`src/rtl/jtframe_dual_ram_loader_pkg.sv`:
```
// ----------------------------------------------------------------------------
// jtframe_dual_ram_loader_pkg: sizing helpers shared by the loader and packer.
// Revision: 1.0
// ----------------------------------------------------------------------------
`default_nettype none

package jtframe_dual_ram_loader_pkg;

  function automatic int bytes_per_word(input int width);
    return width / 8;
  endfunction

  function automatic int cnt_width(input int nbytes);
    return (nbytes > 1) ? $clog2(nbytes) : 1;
  endfunction

endpackage

`default_nettype wire

```
`src/rtl/jtframe_dual_ram_loader_pack.sv`:
```
// ----------------------------------------------------------------------------
// jtframe_dual_ram_loader_pack: little-endian byte packer with flush padding.
// Revision: 1.0
// ----------------------------------------------------------------------------
`default_nettype none

module jtframe_dual_ram_loader_pack
  import jtframe_dual_ram_loader_pkg::*;
#(
  parameter int dw = 8
) (
  input  logic          clk,
  input  logic          rst_n,
  input  logic          clr_i,
  input  logic          push_i,
  input  logic          flush_i,
  input  logic [7:0]    data_i,
  output logic [dw-1:0] word_o,
  output logic          full_o,
  output logic          pending_o
);

  localparam int NB = bytes_per_word(dw);
  localparam int CW = cnt_width(NB);

  logic [CW-1:0] cnt_q, cnt_d;
  logic [dw-1:0] pack_q, pack_d;
  logic [dw-1:0] merged;

  always_comb begin
    merged = pack_q;
    for (int i = 0; i < NB; i++) begin
      if (cnt_q == CW'(i)) merged[i*8 +: 8] = data_i;
    end
  end

  // Unfilled lanes are always zero, so pack_q is already the padded flush word.
  assign full_o = push_i && (cnt_q == CW'(NB - 1));
  assign word_o = push_i ? merged : pack_q;

  always_comb begin
    cnt_d  = cnt_q;
    pack_d = pack_q;
    if (clr_i || flush_i || full_o) begin
      cnt_d  = '0;
      pack_d = '0;
    end else if (push_i) begin
      cnt_d  = cnt_q + CW'(1);
      pack_d = merged;
    end
  end

  assign pending_o = (cnt_d != '0);

  always_ff @(posedge clk) begin
    if (!rst_n) begin
      cnt_q  <= '0;
      pack_q <= '0;
    end else begin
      cnt_q  <= cnt_d;
      pack_q <= pack_d;
    end
  end

endmodule

`default_nettype wire

```
`src/rtl/jtframe_dual_ram_loader.sv`:
```
// ----------------------------------------------------------------------------
// jtframe_dual_ram_loader: clears, downloads into and forwards user writes to
// port 0 of a dual-port RAM.   Revision: 1.0
// ----------------------------------------------------------------------------
`default_nettype none

module jtframe_dual_ram_loader
  import jtframe_dual_ram_loader_pkg::*;
#(
  parameter int            dw     = 8,
  parameter int            aw     = 10,
  parameter logic [dw-1:0] clrval = '0
) (
  input  logic          clk,
  input  logic          rst_n,
  input  logic          clr_req,
  input  logic          dl_start,
  input  logic [aw-1:0] dl_addr,
  input  logic          dl_valid,
  input  logic [7:0]    dl_data,
  input  logic          dl_end,
  output logic          dl_ready,
  input  logic [aw-1:0] usr_addr,
  input  logic [dw-1:0] usr_data,
  input  logic          usr_we,
  output logic [aw-1:0] ram_addr,
  output logic [dw-1:0] ram_data,
  output logic          ram_we,
  output logic          busy,
  output logic          done
);

  localparam logic [1:0] CLEAR = 2'd0;
  localparam logic [1:0] IDLE  = 2'd1;
  localparam logic [1:0] LOAD  = 2'd2;
  localparam logic [1:0] FLUSH = 2'd3;

  logic [1:0]    state_q, state_d;
  logic [aw-1:0] sweep_q, sweep_d;
  logic [aw-1:0] ptr_q, ptr_d;
  logic [aw-1:0] ram_addr_q, ram_addr_d;
  logic [dw-1:0] ram_data_q, ram_data_d;
  logic          ram_we_q, ram_we_d;
  logic          done_q, done_d;

  logic          pk_clr, pk_push, pk_flush;
  logic [dw-1:0] pk_word;
  logic          pk_full, pk_pending;

  jtframe_dual_ram_loader_pack #(
    .dw (dw)
  ) u_pack (
    .clk       (clk),
    .rst_n     (rst_n),
    .clr_i     (pk_clr),
    .push_i    (pk_push),
    .flush_i   (pk_flush),
    .data_i    (dl_data),
    .word_o    (pk_word),
    .full_o    (pk_full),
    .pending_o (pk_pending)
  );

  always_comb begin
    state_d    = state_q;
    sweep_d    = sweep_q;
    ptr_d      = ptr_q;
    ram_addr_d = ram_addr_q;
    ram_data_d = ram_data_q;
    ram_we_d   = 1'b0;
    pk_clr     = 1'b0;
    pk_push    = 1'b0;
    pk_flush   = 1'b0;
    case (state_q)
      CLEAR: begin
        ram_we_d   = 1'b1;
        ram_addr_d = sweep_q;
        ram_data_d = clrval;
        // A repeated clear request rewinds the sweep instead of finishing it.
        if (clr_req) begin
          sweep_d = '0;
        end else begin
          sweep_d = sweep_q + aw'(1);
          if (sweep_q == {aw{1'b1}}) state_d = IDLE;
        end
      end
      IDLE: begin
        ram_addr_d = usr_addr;
        ram_data_d = usr_data;
        if (clr_req) begin
          state_d = CLEAR;
          sweep_d = '0;
        end else if (dl_start) begin
          state_d = LOAD;
          ptr_d   = dl_addr;
          pk_clr  = 1'b1;
        end else begin
          ram_we_d = usr_we;
        end
      end
      LOAD: begin
        if (clr_req) begin
          state_d = CLEAR;
          sweep_d = '0;
          pk_clr  = 1'b1;
        end else begin
          pk_push = dl_valid;
          if (pk_full) begin
            ram_we_d   = 1'b1;
            ram_addr_d = ptr_q;
            ram_data_d = pk_word;
            ptr_d      = ptr_q + aw'(1);
          end
          if (dl_end) state_d = pk_pending ? FLUSH : IDLE;
        end
      end
      default: begin
        if (clr_req) begin
          state_d = CLEAR;
          sweep_d = '0;
          pk_clr  = 1'b1;
        end else begin
          ram_we_d   = 1'b1;
          ram_addr_d = ptr_q;
          ram_data_d = pk_word;
          ptr_d      = ptr_q + aw'(1);
          pk_flush   = 1'b1;
          state_d    = IDLE;
        end
      end
    endcase
    done_d = (state_d == IDLE) && (state_q != IDLE);
  end

  always_ff @(posedge clk) begin
    if (!rst_n) begin
      state_q    <= CLEAR;
      sweep_q    <= '0;
      ptr_q      <= '0;
      ram_addr_q <= '0;
      ram_data_q <= '0;
      ram_we_q   <= 1'b0;
      done_q     <= 1'b0;
    end else begin
      state_q    <= state_d;
      sweep_q    <= sweep_d;
      ptr_q      <= ptr_d;
      ram_addr_q <= ram_addr_d;
      ram_data_q <= ram_data_d;
      ram_we_q   <= ram_we_d;
      done_q     <= done_d;
    end
  end

  assign ram_addr = ram_addr_q;
  assign ram_data = ram_data_q;
  assign ram_we   = ram_we_q;
  assign done     = done_q;
  assign busy     = (state_q != IDLE);
  assign dl_ready = (state_q == LOAD);

endmodule

`default_nettype wire
```
`config.mk`:
```
export PLATFORM = sky130hd
export DESIGN_NAME = jtframe_dual_ram_loader
export DESIGN_NICKNAME = d
export VERILOG_FILES = /design/src/rtl/jtframe_dual_ram_loader_pkg.sv /design/src/rtl/jtframe_dual_ram_loader_pack.sv /design/src/rtl/jtframe_dual_ram_loader.sv
export SDC_FILE = /design/constraint.sdc
export NUM_CORES = 1
export LEC_CHECK = 0
export CAP_MARGIN = 20
export CORE_AREA = 2 2 81 83
export DETAILED_ROUTE_END_ITERATION = 10
export DIE_AREA = 0 0 83 85
export PLACE_DENSITY = 0.72
export SKIP_LAST_GASP = 1
export SYNTH_ARGS = -nofsm -noshare
export SYNTH_HDL_FRONTEND = slang
export SYNTH_HIERARCHICAL = 1
export SYNTH_SLANG_ARGS = --single-unit
```
`constraint.sdc`:
```
create_clock -name clk -period 2.3 [get_ports clk]
set_clock_uncertainty 0.15 [all_clocks]
set_input_delay 0.23 -clock clk [delete_from_list [all_inputs] [get_ports clk]]
set_output_delay 0.23 -clock clk [all_outputs]
set_load 0.1 [all_outputs]
```
==> summary.md <==
| Metric | Value |
|---|---|
| Tmin final | 2.033 ns |
| Ant. Diodes | 0 |
| Largest net degree at the start of global routing | 44 |
| Yosys cell types | 48 |
| #FFs+latches synth | 51 |
| Max stage delay on crit path | 0.39 ns |
| Area Overhead vs Synth | 34.23% |
| FP Rows | 29 |
| Rel. slew slack | 66.04% |
| Crit-path slowest cell | dfxtp_1 |
| Depth of the CTS H-tree | 2 |
| Max Clk Rate | 0.4919 GHz |
| CTS Sinks | 51 |
| Dpl ws | -0.05034 ns |
| GPL Wtd Cong | 0.7812 |
| Worst path arrival time | 1.65 ns |
| Worst-path clk slew | 0.09 ns |
| Hold path startpoint | ram_addr[7] |
| Final setup viols | 0 |
| CP Data Required Time | 1.92 ns |
| Syn avg cell area | 8.554 um2 |
| Crit Path Max Fanout | 22 |
| Starting DRT DRC Count | 133 |
| Worst Hold Slack | 0.3029 ns |
| Die footprint | 7055 um2 |
| Final HPWL DP | 4.706 mm |
| Layout fillers | 561 |
| Kind of critical path | flip-flop to output port |
| Reg-to-reg startpoint | state_q[1] |
| Non-filler cells, final | 448 |
| Max rail drop VDD | 370.9 uV |
| Endpoint of the worst hold path | ram_addr[7] |
| Hold Crit Class | flip-flop to flip-flop |
| Power per Cell Area | 485.3 nW/um2 |
| Main area contributors after synthesis | dfxtp_1 39%, nand2_1 6.0%, mux2_4 4.6% |
| Placed cells | 440 |
| Layout cells sized above 1 | 19.14% |
| Synth area leader | dfxtp_1 |
| Gate Count Post-Synth | 306 |
| Vias/cell | 5.270 |
| First-pass GRT wire length | 10.79 mm |
| Area after DPL | 3374 um2 |
| Startpoint Class | flip-flop |
| Avg WL per Cell | 14.06 um |
| Min-Delay Path Depth | 2 |
| Number of max-cap violations | 0 |
| Reg2reg setup slack | 0.29 ns |
| Worst R2R End | ram_addr[4] |
| CP cell instances | buf_4 -> nor2b_2 -> inv_1 -> buf_12 |
| Vias in the first global route | 2,271 |
| Critical path endpoint category | output port |
| Area of the multi-input gates | 1545 um2 |
| Status | finished clean |
| I/O Buffers | 64 |
| Slew Viols, Final | 0 |
| Die Wd | 83 um |
| Total Routed Length | 6.299 mm |
| Seq/Total Area, Yosys | 39.01% |
| Starting Density | 42.19% |
| Least-Margin Pin Slew | 0.5075 ns |
| Setup WS post-layout | 0.2669 ns |
| Crit. Startpoint | state_q[0] |
| Final Hold Fails | 0 |
| CTS Buf Count | 5 |
| Grt total ovfl | 0 |
| Clock root cell | clkbuf_8 |
| Core area | 6205 um2 |
| Clock latency on the worst-skew pair | 0.30 ns |
| Number of flops mapped to enable cells by yosys | 0 |
| Post-Syn Nets | 352 |
| Via count | 2,361 |
| Post-Syn Area | 2618 um2 |
| R2R cell count | 7 |
| CTS tree | built |
| Syn. warnings | 6 |
| Final instance area | 3513 um2 |
| RSZ-0062 raised after global routing | no |
| Ys flop type | dfxtp_1 |
| Drt drc | 0 |
| Sequential Area | 1025 um2 |
| Total GRT Usage | 18.33% |
| Period utilization | 88.40% |
| Io pins | 65 |
| Final ANT Viol Nets | 0 |
| Die H | 85 um |
| Maximum clock path buffer count | 2 |
| Lkg Pwr | 1.344 nW |
| # hold bufs at CTS | 0 |
| Initial antenna violation count | 0 |
| Yosys top cell area share | 39.01% |
| Nets | 416 |
| Post-CTS setup buffer count | 0 |
| Async set-reset flop share out of synthesis | 0% |
| First-pass detailed-route iteration total | 4 |
==> power by group <==
group / internal [W] / switching, W
Combinational: 0.0000765 / 0.0000553
Clock: 0.000391 / 0.000295
Sequential: 0.000885 / 0.00000261
==> synth_stat cells (4+ instances only) <==
cell type and instances:
buf_2 8, o21ai_0 22, nand3_1 7, mux2_4 8, dfxtp_1 51, and2_1 4
nand2_1 42, nor2_1 30, a221oi_1 7, nor3_1 13, buf_4 4, clkbuf_1 4
nor2b_1 9, xor2_1 5, a22o_1 5, and3_1 11, a32o_1 4, a21oi_1 17
mux2i_1 10
==> stage by stage <==
stage,util (%),total power [W],TNS [ns]
global route,56.62,0.001764,0
global placement,54.39,0.001040,0
detailed placement,54.39,0.001040,-0.1942
CTS,56.44,0.001722,0
floorplan,-,0.0009489,-4.709
finish,56.62,0.001705,0
==> layout make-up <==
| cell class | instances | share of cell area [%] |
|---|---|---|
| inverter | 4 | 0.4274 |
| tap | 77 | 2.742 |
| sequential | 51 | 29.17 |
| clock buffer | 7 | 2.778 |
| multi-input combinational | 232 | 43.98 |
| timing repair buffer | 76 | 20.05 |
| clock inverter | 1 | 0.8547 |
==> metal layers <==
layer | wire length, um | vias to the layer above | GRT usage, %
met2 | 3037 | 51 | 30.50
li1 | - | 1207 | -
met4 | 74 | 0 | 5.812
met1 | 2930 | 1094 | 24.15
met3 | 256 | 9 | 3.502
met5 | 0 | - | 0
==> critical path: cells and delay by family (launching register included) <==
family,cells,cell delay [ns]
flip-flops,1,0.39
buffers and inverters,3,0.73
AND/OR/NAND/NOR,1,0.24
==> cells in the final DEF (no fill, tap or decap), types with 3 or more instances in the layout <==
cell type and n:
a21oi_1 17, a221oi_2 7, a22o_1 5, a32o_1 4, and2_1 4, and3_1 11
buf_4 31, clkbuf_8 5, clkdlybuf4s50_1 42, dfxtp_1 50, inv_1 3, mux2_4 8
mux2i_1 10, nand2_1 41, nand3_1 7, nor2_1 30, nor2b_1 7, nor2b_4 4
nor3_1 13, o21ai_0 16, o21ai_1 6, xnor2_1 3, xor2_1 5
==> cells by family after synthesis <==
logic type / synth area share (%)
compound gates: 17.30
xor+xnor: 2.677
fa+ha+maj: 1.434
buf+inv: 5.114
flops: 39.01
mux: 8.413
simple gates: 26.05
==> flip-flops by register name (all words and copies together), names as in the netlist <==
register,count
sweep_q,10
u_pack/pack_q,8
ram_data,8
u_pack/cnt_q,1
ram_we,1
state_q,2
ram_addr,10
done,1
ptr_q,10
==> worst max path at each step <==
stage | endpoint | slack (ns) | cells after the start
floorplan | ram_addr[4] | -0.18 | 9
global placement | ram_addr[4] | 0.03 | 7
detailed placement | ram_addr[4] | -0.05 | 7
CTS | ram_addr[4] | 0.09 | 7
global route | ram_data[1] | 0.1 | 7
finish | busy | 0.27 | 4
==> repair_timing <==
action	in CTS	in global routing
gates resized for setup	0	2
endpoints found under the hold margin	0	0
endpoints found under the setup margin	0	21
Power figures use the tool's default switching activity.
